**src/rtl/sync_fifo_param.sv**
```systemverilog
// Parameterised synchronous FIFO with registered-read or first-word-fall-through
// output, occupancy-based status flags and sticky overflow/underflow errors.
module sync_fifo_param #(
  parameter int DATA_WIDTH = 32,
  parameter int ADDR_WIDTH = 4,
  parameter int FWFT       = 0,
  parameter int AFULL_LVL  = (2**ADDR_WIDTH) - 2,
  parameter int AEMPTY_LVL = 2
) (
  input  logic                  clk_i,
  input  logic                  areset_i,
  input  logic [DATA_WIDTH-1:0] wr_data_i,
  input  logic                  wr_en_i,
  input  logic                  rd_en_i,
  input  logic                  err_clr_i,
  output logic [DATA_WIDTH-1:0] rd_data_o,
  output logic                  rd_valid_o,
  output logic                  fifo_full_o,
  output logic                  fifo_empty_o,
  output logic                  almost_full_o,
  output logic                  almost_empty_o,
  output logic [ADDR_WIDTH:0]   count_o,
  output logic                  overflow_o,
  output logic                  underflow_o
);

  localparam int DEPTH = 2**ADDR_WIDTH;
  localparam logic [ADDR_WIDTH:0] DEPTH_C = (ADDR_WIDTH+1)'(DEPTH);
  localparam logic [ADDR_WIDTH:0] AFULL_C = (ADDR_WIDTH+1)'(AFULL_LVL);
  localparam logic [ADDR_WIDTH:0] AEMPTY_C = (ADDR_WIDTH+1)'(AEMPTY_LVL);

  if (AFULL_LVL < 1 || AFULL_LVL > DEPTH) begin : g_bad_afull
    $error("sync_fifo_param: AFULL_LVL outside 1..DEPTH");
  end
  if (AEMPTY_LVL < 0 || AEMPTY_LVL > DEPTH - 1) begin : g_bad_aempty
    $error("sync_fifo_param: AEMPTY_LVL outside 0..DEPTH-1");
  end

  logic [DATA_WIDTH-1:0] mem [DEPTH];
  logic [ADDR_WIDTH:0]   wr_ptr;
  logic [ADDR_WIDTH:0]   rd_ptr;
  logic [ADDR_WIDTH:0]   count;
  logic                  wr_acc;
  logic                  rd_acc;

  assign count_o        = count;
  assign fifo_full_o    = (count == DEPTH_C);
  assign fifo_empty_o   = (count == '0);
  assign almost_full_o  = (count >= AFULL_C);
  assign almost_empty_o = (count <= AEMPTY_C);

  // No pass-through: acceptance depends only on the registered flags.
  assign wr_acc = wr_en_i & ~fifo_full_o & ~areset_i;
  assign rd_acc = rd_en_i & ~fifo_empty_o & ~areset_i;

  always_ff @(posedge clk_i or posedge areset_i) begin
    if (areset_i) begin
      wr_ptr <= '0;
      rd_ptr <= '0;
      count  <= '0;
    end else begin
      if (wr_acc) wr_ptr <= wr_ptr + 1'b1;
      if (rd_acc) rd_ptr <= rd_ptr + 1'b1;
      if (wr_acc && !rd_acc) begin
        count <= count + 1'b1;
      end else if (rd_acc && !wr_acc) begin
        count <= count - 1'b1;
      end
    end
  end

  always_ff @(posedge clk_i) begin
    if (wr_acc) mem[wr_ptr[ADDR_WIDTH-1:0]] <= wr_data_i;
  end

  // Set wins over clear when both happen in the same cycle.
  always_ff @(posedge clk_i or posedge areset_i) begin
    if (areset_i) begin
      overflow_o  <= 1'b0;
      underflow_o <= 1'b0;
    end else begin
      overflow_o  <= (wr_en_i & fifo_full_o) |
                     (overflow_o & ~err_clr_i);
      underflow_o <= (rd_en_i & fifo_empty_o) |
                     (underflow_o & ~err_clr_i);
    end
  end

  if (FWFT != 0) begin : g_fwft
    // Head is shown only while occupied, so unwritten storage never leaks.
    assign rd_data_o  = fifo_empty_o ? '0 : mem[rd_ptr[ADDR_WIDTH-1:0]];
    assign rd_valid_o = ~fifo_empty_o;
  end else begin : g_reg
    logic [DATA_WIDTH-1:0] rd_data_q;
    logic                  rd_valid_q;

    always_ff @(posedge clk_i or posedge areset_i) begin
      if (areset_i) begin
        rd_data_q  <= '0;
        rd_valid_q <= 1'b0;
      end else begin
        rd_valid_q <= rd_acc;
        if (rd_acc) rd_data_q <= mem[rd_ptr[ADDR_WIDTH-1:0]];
      end
    end

    assign rd_data_o  = rd_data_q;
    assign rd_valid_o = rd_valid_q;
  end

endmodule

```
**config.mk**
```make
export PLATFORM = sky130hd
export DESIGN_NAME = sync_fifo_param
export DESIGN_NICKNAME = d
export VERILOG_FILES = /design/src/rtl/sync_fifo_param.sv
export SDC_FILE = /design/constraint.sdc
export NUM_CORES = 1
export LEC_CHECK = 0
export ABC_AREA = 1
export CAP_MARGIN = 20
export CELL_PAD_IN_SITES_DETAIL_PLACEMENT = 1
export CELL_PAD_IN_SITES_GLOBAL_PLACEMENT = 1
export CORE_MARGIN = 5
export CORE_UTILIZATION = 53
export CTS_BUF_LIST = sky130_fd_sc_hd__clkbuf_8 sky130_fd_sc_hd__clkbuf_16
export CTS_CLUSTER_SIZE = 28
export DETAILED_ROUTE_END_ITERATION = 6
export PLACE_DENSITY = 0.88
export SETUP_SLACK_MARGIN = 0.15
export SKIP_LAST_GASP = 1
export SYNTH_ARGS = -nofsm -noshare
export SYNTH_HDL_FRONTEND = slang
export SYNTH_SLANG_ARGS = --single-unit
```
**constraint.sdc**
```tcl
create_clock -name clk_i -period 4.6 [get_ports clk_i]
set_input_delay 0.46 -clock clk_i [delete_from_list [all_inputs] [get_ports clk_i]]
set_output_delay 0.46 -clock clk_i [all_outputs]
set_load 0.005 [all_outputs]
```
==> metrics.txt <==
# TYPE chip_impl_metric gauge
chip_impl_info{name="cts_tree",value="built"} 1
chip_impl_metric{name="post-route-min-period",unit="ns"} 3.372
chip_impl_metric{name="starting_utilization_of_the_core_area",unit=""} 0.5346
chip_impl_metric{name="totalWireLength",unit="mm"} 75.48
chip_impl_metric{name="ys_seq_area_frac",unit=""} 0.7392
chip_impl_metric{name="asyncSetResetFlopFracSynth",unit=""} 0.08571
chip_impl_metric{name="fin_nets",unit=""} 2043
chip_impl_metric{name="yosysWarnings",unit=""} 0
chip_impl_metric{name="grt_max_degree",unit=""} 258
chip_impl_info{name="run_status",value="completed"} 1
chip_impl_info{name="cp_top_family",value="buffers and inverters"} 1
chip_impl_info{name="clockRootBuffer",value="clkbuf_16"} 1
chip_impl_metric{name="area_delta_synth_final",unit="%"} 14.32
chip_impl_metric{name="routed_wire_length_per_instance",unit="um"} 29.23
chip_impl_info{name="rsz0062_at_grt",value="false"} 1
chip_impl_metric{name="grt_pass1_vias",unit=""} 17160
chip_impl_metric{name="register_bit_total_from_synthesis",unit=""} 560
chip_impl_metric{name="maxCapViolations",unit=""} 0
chip_impl_metric{name="mappedNetlistArea",unit="mm2"} 0.02242
chip_impl_metric{name="die_width",unit="um"} 215.7
chip_impl_metric{name="cpPeakStageDelay",unit="ns"} 0.93
chip_impl_metric{name="post_synth_edffs",unit=""} 512
chip_impl_info{name="crit_path_cell_trace",value="clkdlybuf4s50_1 > inv_2 > nand3_1 > inv_2 > nand2_1 > nor2_4 > buf_4"} 1
chip_impl_metric{name="finalClockSkew",unit="ns"} 0.02792
chip_impl_info{name="netlist.top_cell.by_area",value="edfxtp_1"} 1
chip_impl_info{name="top_count_cell_post_synth",value="nand2_1"} 1
chip_impl_metric{name="drt_first_pass_iters",unit=""} 5
chip_impl_metric{name="postCtsResizedCells",unit=""} 0
chip_impl_metric{name="total_power",unit="mW"} 15.70
chip_impl_info{name="top_area_cells_in_the_synthesized_netlist",value="edfxtp_1 69%, nand2_1 14%, nand3_1 5.9%"} 1
chip_impl_metric{name="gp_congestion",unit=""} 0.8091
chip_impl_metric{name="timing.final.setup_violations",unit=""} 0
chip_impl_metric{name="critical_path_peak_fanout",unit=""} 23
chip_impl_metric{name="placeableCoreArea",unit="mm2"} 0.04195
chip_impl_info{name="hold_class",value="input pin to asynchronous set/reset pin"} 1
chip_impl_info{name="worst_path_max_delay_cell",value="nor2_4"} 1
chip_impl_metric{name="viasPerCell",unit=""} 6.285
chip_impl_metric{name="rows",unit=""} 75
chip_impl_metric{name="wire_length_of_the_first_global_routing_pass",unit="mm"} 105.8
chip_impl_metric{name="worst_slew_pin_slew",unit="ns"} 1.215
chip_impl_metric{name="post_synth_num_cell_types",unit=""} 23
chip_impl_info{name="crit_type",value="input pin to flop"} 1
chip_impl_info{name="synth_top_cells_by_count",value="831 x nand2_1, 512 x edfxtp_1, 263 x nand3_1, 79 x buf_2, 67 x a21oi_1"} 1
chip_impl_metric{name="hold_violations",unit=""} 0
chip_impl_info{name="ys_dominant_reg_cell",value="edfxtp_1"} 1
chip_impl_metric{name="worstSkewPairLatency",unit="ns"} 0.62
chip_impl_metric{name="numCtsBuffers",unit=""} 55
chip_impl_metric{name="die_area",unit="mm2"} 0.04652
chip_impl_metric{name="timing.fmax",unit="GHz"} 0.2966
chip_impl_metric{name="globalRouteTotalUtil",unit=""} 0.2999
chip_impl_metric{name="detailroute.via_count",unit=""} 16230
chip_impl_metric{name="place_hpwl",unit="mm"} 38.89
chip_impl_metric{name="numClockSinks",unit=""} 560
chip_impl_metric{name="synthCells",unit=""} 1931
chip_impl_metric{name="finalMaxSlewViolations",unit=""} 0
chip_impl_metric{name="global_route.overflow_total",unit=""} 0
chip_impl_metric{name="static-leakage-power",unit="nW"} 9.797
chip_impl_metric{name="n_antenna_cell",unit=""} 0
chip_impl_metric{name="cts.htree.levels",unit=""} 2
chip_impl_metric{name="clk_pin_slew",unit="ns"} 0.06
chip_impl_metric{name="power_density",unit="mW/mm2"} 612.4
chip_impl_metric{name="syn_nets",unit=""} 1978
chip_impl_metric{name="crit_arrival",unit="ns"} 3.66
chip_impl_metric{name="cts_hold_repair.buffers",unit=""} 0
chip_impl_metric{name="netlist.area_leader.share",unit=""} 0.6857
chip_impl_metric{name="drt_first_iter_violations",unit=""} 2119
chip_impl_info{name="critical_path.startpoint_type",value="input pin"} 1
chip_impl_metric{name="syn-mean-instance-area",unit="um2"} 11.61
chip_impl_metric{name="max_slew_margin",unit=""} 0.1899
chip_impl_info{name="crit_path_frequent_cell",value="inv_2"} 1
chip_impl_info{name="critPathCaptureType",value="flop"} 1
chip_impl_metric{name="cp.buffers_inverters",unit=""} 4
chip_impl_metric{name="drc_violations_left",unit=""} 0
chip_impl_metric{name="drive_gt1_frac",unit=""} 0.06559
chip_impl_metric{name="ctsLongestPathBuffers",unit=""} 3
chip_impl_metric{name="worst_ep_required_time",unit="ns"} 4.89
chip_impl_metric{name="final.period_utilization",unit=""} 0.7330
chip_impl_metric{name="io-pin-count",unit=""} 81
chip_impl_metric{name="route.antenna.remaining_nets",unit=""} 0
chip_impl_metric{name="chipHeight",unit="um"} 215.7
chip_impl_metric{name="fin_tns_setup",unit="ns"} 0
chip_impl_metric{name="buffer_ports.inserted",unit=""} 80
chip_impl_metric{name="grt_antenna_before_repair",unit=""} 0
chip_impl_metric{name="post-cts-setup-buffer-count",unit=""} 0
chip_impl_metric{name="peakVddDrop",unit="uV"} 820.5
## final cells by class
| cell class | count | area (um2) |
|---|---|---|
| flip-flops and latches | 560 | 16580 |
| fillers | 4150 | 16310 |
| multi-input cells | 1244 | 5368 |
| clock buffers | 63 | 1498 |
| repair buffers | 112 | 1241 |
| well taps | 539 | 674.4 |
| clock inverters | 41 | 181.4 |
| inverters | 23 | 91.34 |
## sequential cells by signal, summed over array words and instances, names as in the netlist
register and flops:
rd_valid_o 1, underflow_o 1, wr_ptr 4, count_o 5
mem 512, rd_data_o 32, rd_ptr 4, overflow_o 1
## kinds of logic after synthesis
group / Yosys count / share of synthesized area
compound gates: 76 / 0.01696
xor+xnor: 7 / 0.002734
fa+ha+maj: 10 / 0.005915
buf+inv: 127 / 0.02684
flops: 560 / 0.7392
simple gates: 1151 / 0.2083
## cells in the final DEF, fill, tap and decap left out, drive strengths merged
master         synthesis  layout
dfrtp                 48      48
ha                     9       9
clkinv                 0       8
clkdlybuf4s50          0      80
inv                   23      55
nand2                831     831
fa                     1       1
clkbuf                13      63
xnor2                  1       1
edfxtp               512     512
nand4                  2       2
a21oi                 67      67
nor2                  54      54
buf                   91      32
o21ai                  9       9
xor2                   6       6
nand3                264     264
clkinvlp               0       1
## routing by layer
metal	track usage	wire length, um
met5	0	0
met4	0.1511	3835
met3	0.04933	5971
met2	0.5165	37810
met1	0.3689	27870
## stage by stage
step	cells	area [um2]	worst slack, ns	hold WS, ns	utilization
after floorplan	1931	22420	0.6848	0.4726	-
after global placement	2467	23700	1.001	0.4697	0.5650
after detailed placement	2469	23740	0.8329	0.4769	0.5659
after CTS	2573	25420	1.450	0.3485	0.6059
after global routing	2582	25630	1.160	0.4158	0.6111
final	2582	25630	1.228	0.3933	0.6111
## path summary, 6_finish.rpt
kind,startpoint,cells after the start,slack (ns),endpoint
max in group asynchronous,areset_i,3,3.21,rd_ptr[0]
worst max register to register,count_o[0],7,1.50,mem[14][12]
min in group clk_i,err_clr_i,2,0.46,overflow_o
worst min register to register,rd_data_o[25],2,0.49,rd_data_o[25]
worst min-delay path,areset_i,2,0.39,overflow_o
worst max-delay path,areset_i,7,1.23,mem[14][12]
## report_power, final
group          switching (mW)  internal [mW]
Sequential              0.294           5.98
Clock                    2.05           2.31
Combinational            3.63           1.44
Total                    5.97           9.73
Power figures use the tool's default switching activity.
